`src/rtl/fifo_arb_pkg.sv`:
```
// Shared types and defaults for the FIFO write arbiter.
package fifo_arb_pkg;

    typedef enum logic {
        ST_IDLE,
        ST_GRANT
    } arb_state_e;

    localparam int unsigned DEF_NUM_REQ    = 4;
    localparam int unsigned DEF_DATA_WIDTH = 16;
    localparam int unsigned DEF_MAX_BURST  = 4;

    // Width of a producer index.
    function automatic int unsigned id_width(input int unsigned num_req);
        return $clog2(num_req);
    endfunction

endpackage

```
`src/rtl/fifo_wr_arbiter_rr_pick.sv`:
```
// Cyclic first-one finder: lowest set request at or after ptr_i, wrapping.
module rr_pick
    import fifo_arb_pkg::*;
#(
    parameter int unsigned N = DEF_NUM_REQ,
    parameter int unsigned W = id_width(DEF_NUM_REQ)
) (
    input  logic [N-1:0] req_i,
    input  logic [W-1:0] ptr_i,
    output logic         hit_o,
    output logic [W-1:0] idx_o
);

    logic [2*N-1:0] dbl;
    logic [N-1:0]   rot;
    logic [W:0]     off;
    logic [W:0]     sum;
    logic           found;

    // Rotate so ptr_i lands at bit 0, find first one, then map back to an absolute index.
    always_comb begin
        dbl   = {req_i, req_i} >> ptr_i;
        rot   = dbl[N-1:0];
        found = 1'b0;
        off   = '0;
        for (int unsigned i = 0; i < N; i++) begin
            if (!found && rot[i]) begin
                found = 1'b1;
                off   = (W+1)'(i);
            end
        end
        sum = {1'b0, ptr_i} + off;
        if (sum >= (W+1)'(N)) begin
            sum = sum - (W+1)'(N);
        end
        hit_o = found;
        idx_o = sum[W-1:0];
    end

endmodule

```
`src/rtl/fifo_wr_arbiter.sv`:
```
// Round-robin write arbiter in front of a sync_fifo write port.
// Optional build macro FIFO_ARB_TAG_EN prepends the owner ID to the write data.
module fifo_wr_arbiter
    import fifo_arb_pkg::*;
#(
    parameter int unsigned NUM_REQ    = DEF_NUM_REQ,
    parameter int unsigned DATA_WIDTH = DEF_DATA_WIDTH,
    parameter int unsigned MAX_BURST  = DEF_MAX_BURST,
    localparam int unsigned ID_W      = id_width(NUM_REQ),
`ifdef FIFO_ARB_TAG_EN
    localparam int unsigned OUT_W     = DATA_WIDTH + ID_W
`else
    localparam int unsigned OUT_W     = DATA_WIDTH
`endif
) (
    input  logic                          clk,
    input  logic                          rst,
    input  logic [NUM_REQ-1:0]            req_valid_i,
    input  logic [NUM_REQ*DATA_WIDTH-1:0] req_data_i,
    output logic [NUM_REQ-1:0]            req_ready_o,
    input  logic                          fifo_full_i,
    output logic                          fifo_wr_en_o,
    output logic [OUT_W-1:0]              fifo_wr_data_o,
    output logic [ID_W-1:0]               grant_id_o,
    output logic                          busy_o
);

    localparam int unsigned CNT_W = $clog2(MAX_BURST + 1);

    arb_state_e            state_q, state_d;
    logic [ID_W-1:0]       own_q, own_d;
    logic [ID_W-1:0]       rr_ptr_q, rr_ptr_d;
    logic [CNT_W-1:0]      cnt_q, cnt_d;

    logic                  pick_hit;
    logic [ID_W-1:0]       pick_idx;
    logic                  own_valid;
    logic [DATA_WIDTH-1:0] own_data;
    logic                  granted;
    logic                  accept;
    logic                  last_beat;

    rr_pick #(
        .N (NUM_REQ),
        .W (ID_W)
    ) u_pick (
        .req_i (req_valid_i),
        .ptr_i (rr_ptr_q),
        .hit_o (pick_hit),
        .idx_o (pick_idx)
    );

    // Select the current owner's valid bit and data slice.
    always_comb begin
        own_valid = 1'b0;
        own_data  = '0;
        for (int unsigned k = 0; k < NUM_REQ; k++) begin
            if (own_q == ID_W'(k)) begin
                own_valid = req_valid_i[k];
                own_data  = req_data_i[k*DATA_WIDTH +: DATA_WIDTH];
            end
        end
    end

    assign granted   = (state_q == ST_GRANT);
    assign accept    = granted && own_valid && !fifo_full_i;
    assign last_beat = (cnt_q == CNT_W'(MAX_BURST - 1));

    // Handshake and FIFO write outputs, combinational from state, owner, valid and full.
    always_comb begin
        req_ready_o = '0;
        for (int unsigned k = 0; k < NUM_REQ; k++) begin
            if (own_q == ID_W'(k)) begin
                req_ready_o[k] = accept;
            end
        end
        fifo_wr_en_o   = accept;
        busy_o         = granted;
        grant_id_o     = own_q;
        fifo_wr_data_o = '0;
        if (granted) begin
`ifdef FIFO_ARB_TAG_EN
            fifo_wr_data_o = {own_q, own_data};
`else
            fifo_wr_data_o = own_data;
`endif
        end
    end

    // Next-state: arbitrate in IDLE; count beats and release on burst end or producer running dry.
    always_comb begin
        state_d  = state_q;
        own_d    = own_q;
        rr_ptr_d = rr_ptr_q;
        cnt_d    = cnt_q;
        case (state_q)
            ST_IDLE: begin
                if (pick_hit) begin
                    state_d = ST_GRANT;
                    own_d   = pick_idx;
                    cnt_d   = '0;
                end
            end
            ST_GRANT: begin
                if (accept) begin
                    cnt_d = cnt_q + 1'b1;
                end
                if (!own_valid || (accept && last_beat)) begin
                    state_d  = ST_IDLE;
                    rr_ptr_d = (own_q == ID_W'(NUM_REQ - 1)) ? '0 : own_q + 1'b1;
                end
            end
            default: state_d = ST_IDLE;
        endcase
    end

    // Arbiter state registers.
    always_ff @(posedge clk or posedge rst) begin
        if (rst) begin
            state_q  <= ST_IDLE;
            own_q    <= '0;
            rr_ptr_q <= '0;
            cnt_q    <= '0;
        end else begin
            state_q  <= state_d;
            own_q    <= own_d;
            rr_ptr_q <= rr_ptr_d;
            cnt_q    <= cnt_d;
        end
    end

endmodule

```
`config.mk`:
```
export PLATFORM = sky130hd
export DESIGN_NAME = fifo_wr_arbiter
export DESIGN_NICKNAME = d
export VERILOG_FILES = /design/src/rtl/fifo_arb_pkg.sv /design/src/rtl/fifo_wr_arbiter_rr_pick.sv /design/src/rtl/fifo_wr_arbiter.sv
export SDC_FILE = /design/constraint.sdc
export NUM_CORES = 1
export LEC_CHECK = 0
export CORE_ASPECT_RATIO = 0.7
export CORE_UTILIZATION = 37
export CTS_CLUSTER_DIAMETER = 80
export CTS_CLUSTER_SIZE = 16
export DETAILED_ROUTE_END_ITERATION = 6
export PLACE_DENSITY = 0.83
export SETUP_SLACK_MARGIN = 0.4
export SYNTH_ARGS = -nofsm -noshare
export SYNTH_HDL_FRONTEND = slang
export SYNTH_HIERARCHICAL = 1
export SYNTH_SLANG_ARGS = --single-unit
```
`constraint.sdc`:
```
create_clock -name clk -period 2.9 [get_ports clk]
set_input_delay 0.29 -clock clk [delete_from_list [all_inputs] [get_ports clk]]
set_output_delay 0.29 -clock clk [all_outputs]
set_load 0.005 [all_outputs]
```
==> flow_summary_export.csv, run 1 <==
group,metric,value,unit
logic_synthesis,yosysTopAreaCell,"dfrtp_1",
cts,numCtsBuffers,3,
power,switching_power,920,uW
worst_setup_path,critPathMaxFanout,4,
sta,hold_viol,0,
power,ir_drop,0.772,mV
placement,io_buffers,94,
sta,fin_ws,0.380,ns
global_routing,grt_pass1_wl,7.28,mm
sta,fmax,0.397,GHz
logic_synthesis,ys_async_sr_fraction,100,%
floorplanning,fp.dieH,51.5,um
logic_synthesis,syn_inst,176,
routing,wirelength,4.89,mm
placement,dp_hpwl,3.56,mm
finish,num_antenna_cells,0,
power,p_leak,1.05,nW
cts,cts.sinks,8,
logic_synthesis,synth.distinct_cells,36,
finish,final_util,74.8,%
routing,detailedRoute.firstPassIterationCount,4,
finish,nets,353,
finish,mostFrequentLayoutCell,"clkdlybuf4s50_1",
finish,drive_above_1_share,12.8,%
power,switching_share,43.4,%
global_routing,grt_overflow,0,
worst_setup_path,rrSetupSlack,0.95,ns
routing,antenna_left,0,
finish,fin_cells,320,
finish,layout_common_cells,"79 x clkdlybuf4s50_1, 27 x nand2_1, 18 x a21oi_1, 16 x a211o_1",
logic_synthesis,yosys_warnings,6,
logic_synthesis,synth_edf_count,0,
logic_synthesis,synth.ff_latch_count,8,
worst_setup_path,crit_required,2.61,ns
worst_setup_path,worst_r2r_startpoint,"grant_id_o[1]",
logic_synthesis,avgSynthCellArea,7.35,um^2
global_routing,first_global_vias,1502,
power,internal_power,1.20,mW
floorplanning,start_util,40.0,%
routing,drtIter0Drc,60,
floorplanning,ios,95,
sta,maxSlewHeadroom,66.1,%
routing,wl_met1,2.08,mm
routing,wl_met3,382,um
cts,cts_tree,"done",
hold_path,hp-class,"input pin to async pin",
sta,fin_crit_sh,86.9,%
cts,clk_pin_slew,0.04,ns
sta,drv_slew,0,
power,clockPowerShare,5.9,%
logic_synthesis,synth_fp_nets,254,
routing,wl_per_cell,15.3,um
global_routing,antenna_found_initial,0,
worst_setup_path,crit_type,"register to output pin",
cts,cts_max_level,1,
floorplanning,fp.dieW,72.7,um
routing,vias,1658,
sta,rsz0062_at_grt,"yes",
worst_setup_path,reg2reg_depth,7,
sta,hold-worst-slack,0.309,ns
routing,drc_errors,0,
logic_synthesis,synth.yosys.seq_area_share,15.5,%
floorplanning,rows,17,
cts,cts_root_buf,"clkbuf_8",
worst_setup_path,startpoint_type,"register",
cts,holdBufCountCts,0,
finish,multiInputGateArea,975,um^2
cts,clock_latency,0.22,ns
global_routing,grt_max_degree,26,
worst_setup_path,endpoint_kind,"output pin",
finish,register_area,201,um^2
sta,fin_setup_tns,0,ns
run,max_cap_viol_count,0,
sta,fin_crit,2.52,ns
cts,clockBufferDepth,2,
run_status,status,"complete, no violations",
placement,place_inst,309,
finish,nFillCells,276,
placement,routabilityCongestion,0.823,
logic_synthesis,synthTopCellsByArea,"dfrtp_1 15%, a211o_1 11%, a221oi_1 10%",
sta,fin_worst_skew,0.000672,ns
placement,post-place-ws,0.250,ns
worst_setup_path,arrival,2.23,ns
sta,tightestPinTransition,0.503,ns
finish,area_growth,86.9,%
logic_synthesis,synth.top_cell.area_share,15.5,%
power,powerDensity,876,nW/um^2
sta,setup_viol,0,
global_routing,grt_usage,25.5,%
floorplanning,dieArea,3740,um^2
routing,highest_layer,"met4",
power,pwr-share-seq,11.5,%
power,power_frac_comb,82.6,%
logic_synthesis,ys.flop_type,"dfrtp_1",
routing,wl_met2,2.36,mm
logic_synthesis,syn_area,1290,um^2
routing,viasPerCell,5.18,
floorplanning,core_area,3230,um^2
worst_setup_path,r2r-end,"rr_ptr_q[1]",
-- cells in the mapped netlist, types with 2 or more instances --
cell type,number
a211o_1,16
a21oi_1,18
a221oi_1,15
and2_1,4
buf_2,5
buf_4,2
buf_6,2
clkbuf_1,6
clkinv_1,5
dfrtp_1,8
ha_1,7
inv_1,17
mux2_1,4
mux2i_1,4
nand2_1,27
nand2b_1,2
nor2_1,7
nor2b_1,3
nor3_1,3
o21ai_1,3
or2b_1,2
xnor2_1,2
-- kinds of logic after synthesis --
kind of cell | after synthesis | synth area share, %
mux | 8 | 6.58
simple gates | 50 | 17.5
compound gates | 63 | 39.1
buf+inv | 38 | 13.2
fa+ha+maj | 7 | 6.77
xor+xnor | 2 | 1.35
flops | 8 | 15.5
-- power groups by stage --
stage / registers [mW] / logic [mW] / clock network, mW
after floorplan: 0.213 / 1.01 / 0
after global placement: 0.237 / 1.63 / 0
after detailed placement: 0.238 / 1.65 / 0
after CTS: 0.241 / 1.74 / 0.130
after global routing: 0.252 / 1.91 / 0.135
final: 0.244 / 1.75 / 0.125
-- metal layers --
metal | vias to the layer above | global-route usage, %
met5 | - | 0
met4 | 0 | 8.82
met3 | 10 | 4.93
met2 | 65 | 44.7
met1 | 754 | 31.3
li1 | 829 | -
-- area by class of cell --
class / count / area share (%)
Tap cell: 47 / 2.43
Sequential cell: 8 / 8.33
Timing Repair Buffer: 109 / 43.6
Inverter: 23 / 3.67
Multi-Input combinational cell: 130 / 40.3
Clock buffer: 3 / 1.71
-- critical path, stage by stage, from the launching register on --
cell and delay [ns]:
dfrtp_2 0.43, ha_2 0.24, nor2_2 0.06, a2111oi_4 0.36
a21boi_4 0.28, and2_1 0.15, clkdlybuf4s50_1 0.49
-- registers in the layout (all words and copies together), names as in the netlist --
signal,count
cnt_q,3
grant_id_o,2
busy_o,1
rr_ptr_q,2
-- timing repair --
| item | 4_1_cts | 5_1_grt |
|---|---|---|
| setup endpoints to repair | 18 | 5 |
| cloned | 1 | 0 |
| resized for setup | 31 | 5 |
| pin swaps | 3 | 0 |
| setup buffers | 6 | 1 |
-- worst max path at each step --
| stage | startpoint | endpoint | slack [ns] | depth (start not counted) |
|---|---|---|---|---|
| 2_1_floorplan | grant_id_o[0] | req_ready_o[0] | 1.0 | 6 |
| 3_3_place_gp | req_valid_i[3] | req_ready_o[1] | 0.30 | 6 |
| 3_5_place_dp | req_valid_i[3] | req_ready_o[0] | 0.25 | 6 |
| 4_1_cts | grant_id_o[0] | req_ready_o[0] | 0.39 | 6 |
| 5_1_grt | grant_id_o[0] | req_ready_o[0] | 0.29 | 6 |
| 6_report | grant_id_o[0] | req_ready_o[0] | 0.38 | 6 |
-- metrics by stage --
stage	cell area, um^2	power, mW
after CTS	2400	2.11
after floorplan	1290	1.23
after global routing	2420	2.30
after global placement	2260	1.86
final	2420	2.12
after detailed placement	2260	1.89
No activity file was read; power rests on OpenSTA's default activity.
==> inputs of run 2 (changes only) <==
--- a/config.mk
+++ b/config.mk
@@ -6,11 +6,11 @@
 export NUM_CORES = 1
 export LEC_CHECK = 0
 export CORE_ASPECT_RATIO = 0.7
-export CORE_UTILIZATION = 37
+export CORE_UTILIZATION = 35
 export CTS_CLUSTER_DIAMETER = 80
 export CTS_CLUSTER_SIZE = 16
 export DETAILED_ROUTE_END_ITERATION = 6
-export PLACE_DENSITY = 0.83
+export PLACE_DENSITY = 0.79
 export SETUP_SLACK_MARGIN = 0.4
 export SYNTH_ARGS = -nofsm -noshare
 export SYNTH_HDL_FRONTEND = slang
==> flow_summary_export.csv, run 2 (synthesized netlist as in run 1, its figures left out) <==
group,metric,value,unit
routing,drtIter0Drc,75,
floorplanning,start_util,36.6,%
cts,clk_pin_slew,0.04,ns
sta,fin_crit_sh,83.0,%
global_routing,met1_usage,33.2,%
floorplanning,ios,95,
worst_setup_path,critPathMaxFanout,5,
sta,fin_ws,0.493,ns
finish,fin_cells,326,
finish,num_antenna_cells,0,
placement,post-place-ws,0.331,ns
placement,io_buffers,94,
power,powerDensity,892,nW/um^2
sta,tightestPinTransition,0.418,ns
finish,area_growth,93.1,%
global_routing,grt_pass1_wl,7.41,mm
global_routing,antenna_found_initial,0,
cts,numCtsBuffers,3,
power,p_leak,1.22,nW
worst_setup_path,rrSetupSlack,0.88,ns
worst_setup_path,cp_slowest_stage_delay,0.54,ns
sta,rsz0062_at_grt,"no",
worst_setup_path,crit_required,2.61,ns
floorplanning,dieArea,3950,um^2
global_routing,grt_max_degree,29,
floorplanning,fp.dieW,74.7,um
routing,antenna_left,0,
sta,drv_slew,0,
cts,cts_max_level,1,
cts,clock_latency,0.23,ns
global_routing,grt_overflow,0,
global_routing,first_global_vias,1507,
floorplanning,core_area,3540,um^2
routing,wirelength,5.20,mm
routing,detailedRoute.firstPassIterationCount,4,
worst_setup_path,arrival,2.12,ns
worst_setup_path,path_cells,"inv_4 -> buf_4 -> ha_4 -> a2111oi_4 -> and2_1 -> clkdlybuf4s50_1",
finish,largest-register,"cnt_q",
cts,cts_root_buf,"clkbuf_8",
routing,drc_errors,0,
global_routing,grt-busiest-layer,"met2",
worst_setup_path,startpoint_type,"register",
finish,nFillCells,253,
finish,largest_reg_flops,3,
global_routing,grt_usage,24.9,%
floorplanning,fp.dieH,52.9,um
hold_path,hp-class,"input pin to async pin",
finish,mostFrequentLayoutCell,"clkdlybuf4s50_1",
finish,drive_above_1_share,13.8,%
placement,place_inst,314,
worst_setup_path,crit_type,"register to output pin",
routing,wl_per_cell,15.9,um
power,ir_drop,0.797,mV
sta,fin_worst_skew,0.00337,ns
global_routing,met3_usage,3.62,%
sta,maxSlewHeadroom,71.8,%
cts,cts_tree,"done",
cts,cts.sinks,8,
sta,fmax,0.415,GHz
sta,hold_viol,0,
floorplanning,rows,18,
placement,dp_hpwl,3.62,mm
worst_setup_path,endpoint_kind,"output pin",
run_status,status,"complete, no violations",
sta,fin_setup_tns,0,ns
run,max_cap_viol_count,0,
sta,fin_crit,2.41,ns
cts,clockBufferDepth,2,
sta,setup_viol,0,
finish,nets,356,
finish,layout_common_cells,"76 x clkdlybuf4s50_1, 27 x nand2_1, 18 x a21oi_1, 16 x a211o_1",
routing,vias,1737,
routing,viasPerCell,5.33,
global_routing,use_met2,40.5,%
placement,routabilityCongestion,0.787,
worst_setup_path,slowest_stage,"clkdlybuf4s50_1",
## run 2: stage by stage
| step | utilization [%] | hold WS (ns) | power, mW | cell area (um^2) |
|---|---|---|---|---|
| after floorplan | - | 0.106 | 1.23 | 1290 |
| after global placement | 64.5 | 0.481 | 1.89 | 2280 |
| after detailed placement | 64.5 | 0.512 | 1.91 | 2280 |
| after CTS | 68.8 | 0.310 | 2.21 | 2430 |
| after global routing | 70.7 | 0.357 | 2.40 | 2500 |
| final | 70.7 | 0.304 | 2.23 | 2500 |
## run 2: critical path, delay by kind of cell (launching register included)
kind | cells | cell delay (ns)
buf+inv | 3 | 0.74
flops | 1 | 0.44
compound gates | 1 | 0.37
fa+ha+maj | 1 | 0.17
simple gates | 1 | 0.17
## run 2: where the power goes
group          total [mW]  switching (mW)  internal, mW  leakage, nW
clock network       0.133          0.0429        0.0898       0.0216
registers           0.251          0.0841         0.167       0.0971
logic                1.84           0.835          1.01         1.10
total                2.23           0.962          1.27         1.22
## run 2: worst paths after layout
path / startpoint / end / cells after the start
max in group asynchronous: rst / grant_id_o[0] / 2
min reg2reg: cnt_q[0] / cnt_q[0] / 1
min in group clk: cnt_q[0] / cnt_q[0] / 1
max: grant_id_o[0] / req_ready_o[3] / 6
max reg2reg: grant_id_o[0] / rr_ptr_q[1] / 8
min: rst / busy_o / 2
## run 2: final cells by class
cell class | count | area, um^2 | share of cell area, %
Tap cell | 50 | 62.6 | 2.50
Clock buffer | 3 | 41.3 | 1.65
Timing Repair Buffer | 112 | 1130 | 45.2
Sequential cell | 8 | 203 | 8.11
Inverter | 23 | 88.8 | 3.56
Multi-Input combinational cell | 130 | 975 | 39.0
## run 2: repair_timing
action	CTS	global route
hold endpoints to repair	0	0
pin swaps	4	1
hold buffers	0	0
endpoints found under the setup margin	18	15
gates cloned	1	0
buffers inserted	5	3
gates resized for setup	23	16
## run 2: metal layers
layer	vias to the layer above	share of wire [%]
li1	829	-
met1	825	42
met2	70	48
met3	13	7.4
met4	0	2.3
met5	-	0
==> inputs of run 3 (changes only) <==
==> constraint.sdc (replaced) <==
create_clock -name clk -period 2.4 [get_ports clk]
set_input_delay 0.24 -clock clk [delete_from_list [all_inputs] [get_ports clk]]
set_output_delay 0.24 -clock clk [all_outputs]
set_load 0.005 [all_outputs]
==> flow_summary_export.csv, run 3 (synthesized netlist as in run 1, its figures left out) <==
group,metric,value,unit
sta,rsz0062_at_grt,"yes",
worst_setup_path,reg2reg_depth,7,
sta,hold_viol,0,
sta,fmax,0.454,GHz
worst_setup_path,startpoint_type,"register",
hold_path,hp-class,"input pin to async pin",
routing,wl_per_cell,17.8,um
run_status,status,"complete, no violations",
global_routing,first_global_vias,1619,
placement,routabilityCongestion,0.810,
worst_setup_path,crit_type,"register to output pin",
floorplanning,rows,18,
cts,clockBufferDepth,2,
routing,wirelength,6.12,mm
global_routing,grt_overflow,0,
cts,cts_tree,"done",
global_routing,grt_pass1_wl,8.27,mm
sta,drv_slew,0,
routing,drtIter0Drc,83,
finish,layout_common_cells,"69 x clkdlybuf4s50_1, 26 x nand2_1, 19 x buf_2, 18 x buf_4",
finish,largest-register,"cnt_q",
worst_setup_path,critPathMaxFanout,4,
power,p_leak,1.20,nW
sta,fin_crit,2.20,ns
sta,maxSlewHeadroom,67.0,%
floorplanning,core_area,3540,um^2
finish,area_growth,108,%
worst_setup_path,r2r-end,"rr_ptr_q[1]",
floorplanning,ios,95,
sta,setup_viol,0,
routing,antenna_left,0,
finish,mostFrequentLayoutCell,"clkdlybuf4s50_1",
sta,fin_worst_skew,0.00223,ns
power,ir_drop,0.948,mV
routing,detailedRoute.firstPassIterationCount,4,
placement,io_buffers,94,
worst_setup_path,rrSetupSlack,0.28,ns
floorplanning,dieArea,3950,um^2
power,p_total,3.18,mW
routing,viasPerCell,5.30,
finish,num_antenna_cells,0,
worst_setup_path,crit_required,2.16,ns
routing,drc_errors,0,
finish,drive_above_1_share,32.1,%
placement,dp_hpwl,3.69,mm
worst_setup_path,endpoint_kind,"output pin",
worst_setup_path,arrival,1.96,ns
cts,clk_pin_slew,0.04,ns
finish,design_area,2700,um^2
cts,cts.sinks,8,
routing,vias,1818,
cts,cts_root_buf,"clkbuf_8",
finish,largest_reg_flops,3,
run,max_cap_viol_count,0,
cts,cts_max_level,1,
worst_setup_path,worst_r2r_startpoint,"grant_id_o[1]",
power,powerDensity,1180,nW/um^2
floorplanning,fp.dieW,74.7,um
floorplanning,start_util,36.6,%
cts,clock_latency,0.22,ns
global_routing,antenna_found_initial,0,
sta,tightestPinTransition,0.490,ns
sta,hold-worst-slack,0.255,ns
global_routing,grt_max_degree,21,
sta,fin_crit_sh,91.7,%
cts,numCtsBuffers,3,
sta,fin_setup_tns,0,ns
floorplanning,fp.dieH,52.9,um
global_routing,grt_usage,28.1,%
placement,post_dp_cell_area,2330,um^2
finish,nets,373,
[run 3: cell types whose count changed in the layout (fill, tap and decap cells not counted), sizes merged]
cell / before / now
dlymetal6s2s: 15 / 2
bufbuf: 0 / 1
dlygate4sd2: 3 / 2
buf: 18 / 55
clkdlybuf4s50: 76 / 69
[run 3: final cells by class]
cell class | count | area [um^2]
well taps | 50 | 62.6
inverters | 23 | 91.3
clock buffers | 3 | 41.3
fillers | 250 | 841
multi-input cells | 130 | 1070
repair buffers | 129 | 1220
flip-flops and latches | 8 | 203
[run 3: metrics by stage]
step,setup WS (ns),cells,util [%]
2_1_floorplan,0.549,176,-
3_3_place_gp,0.0765,319,65.9
3_5_place_dp,0.0520,319,65.9
4_1_cts,0.232,341,74.2
5_1_grt,0.113,343,76.2
6_report,0.200,343,76.2
[run 3: worst max-delay path, stage by stage, from the launching register on]
cell and delay, ns:
dfrtp_2 0.47, inv_4 0.11, ha_4 0.13, nor2b_4 0.17, buf_6 0.14, buf_4 0.11
buf_6 0.09, nand2_4 0.05, a21boi_4 0.20, and2_1 0.16, buf_2 0.12
[run 3: power by group]
part           internal, mW  switching [mW]  total [mW]
clock                 0.108          0.0499       0.158
sequential            0.201           0.117       0.319
combinational          1.48            1.22        2.70
[run 3: what timing repair did]
| action | 4_1_cts | 5_1_grt |
|---|---|---|
| pin swaps | 40 | 15 |
| hold buffers | 0 | 0 |
| cloned | 2 | 0 |
| setup endpoints to repair | 24 | 24 |
| setup buffers | 17 | 2 |
| gates resized for setup | 125 | 16 |
[run 3: how the worst max path moves through the flow]
stage               slack [ns]                  to  cells after the start           from
CTS                       0.23  fifo_wr_data_o[13]                     10  grant_id_o[0]
global placement          0.08   fifo_wr_data_o[4]                      7  grant_id_o[0]
detailed placement        0.05        fifo_wr_en_o                      6  grant_id_o[0]
finish                    0.20      req_ready_o[1]                     10  grant_id_o[0]
global route              0.11   fifo_wr_data_o[7]                      9  grant_id_o[0]
floorplan                 0.55      req_ready_o[0]                      6  grant_id_o[0]
[run 3: layer usage]
layer	GRT usage (%)	up-vias	part of all wire (%)
met5	0	-	0
li1	-	867	-
met2	48.6	85	48
met1	35.2	856	42
met4	10.4	0	2.1
met3	4.38	10	7.7
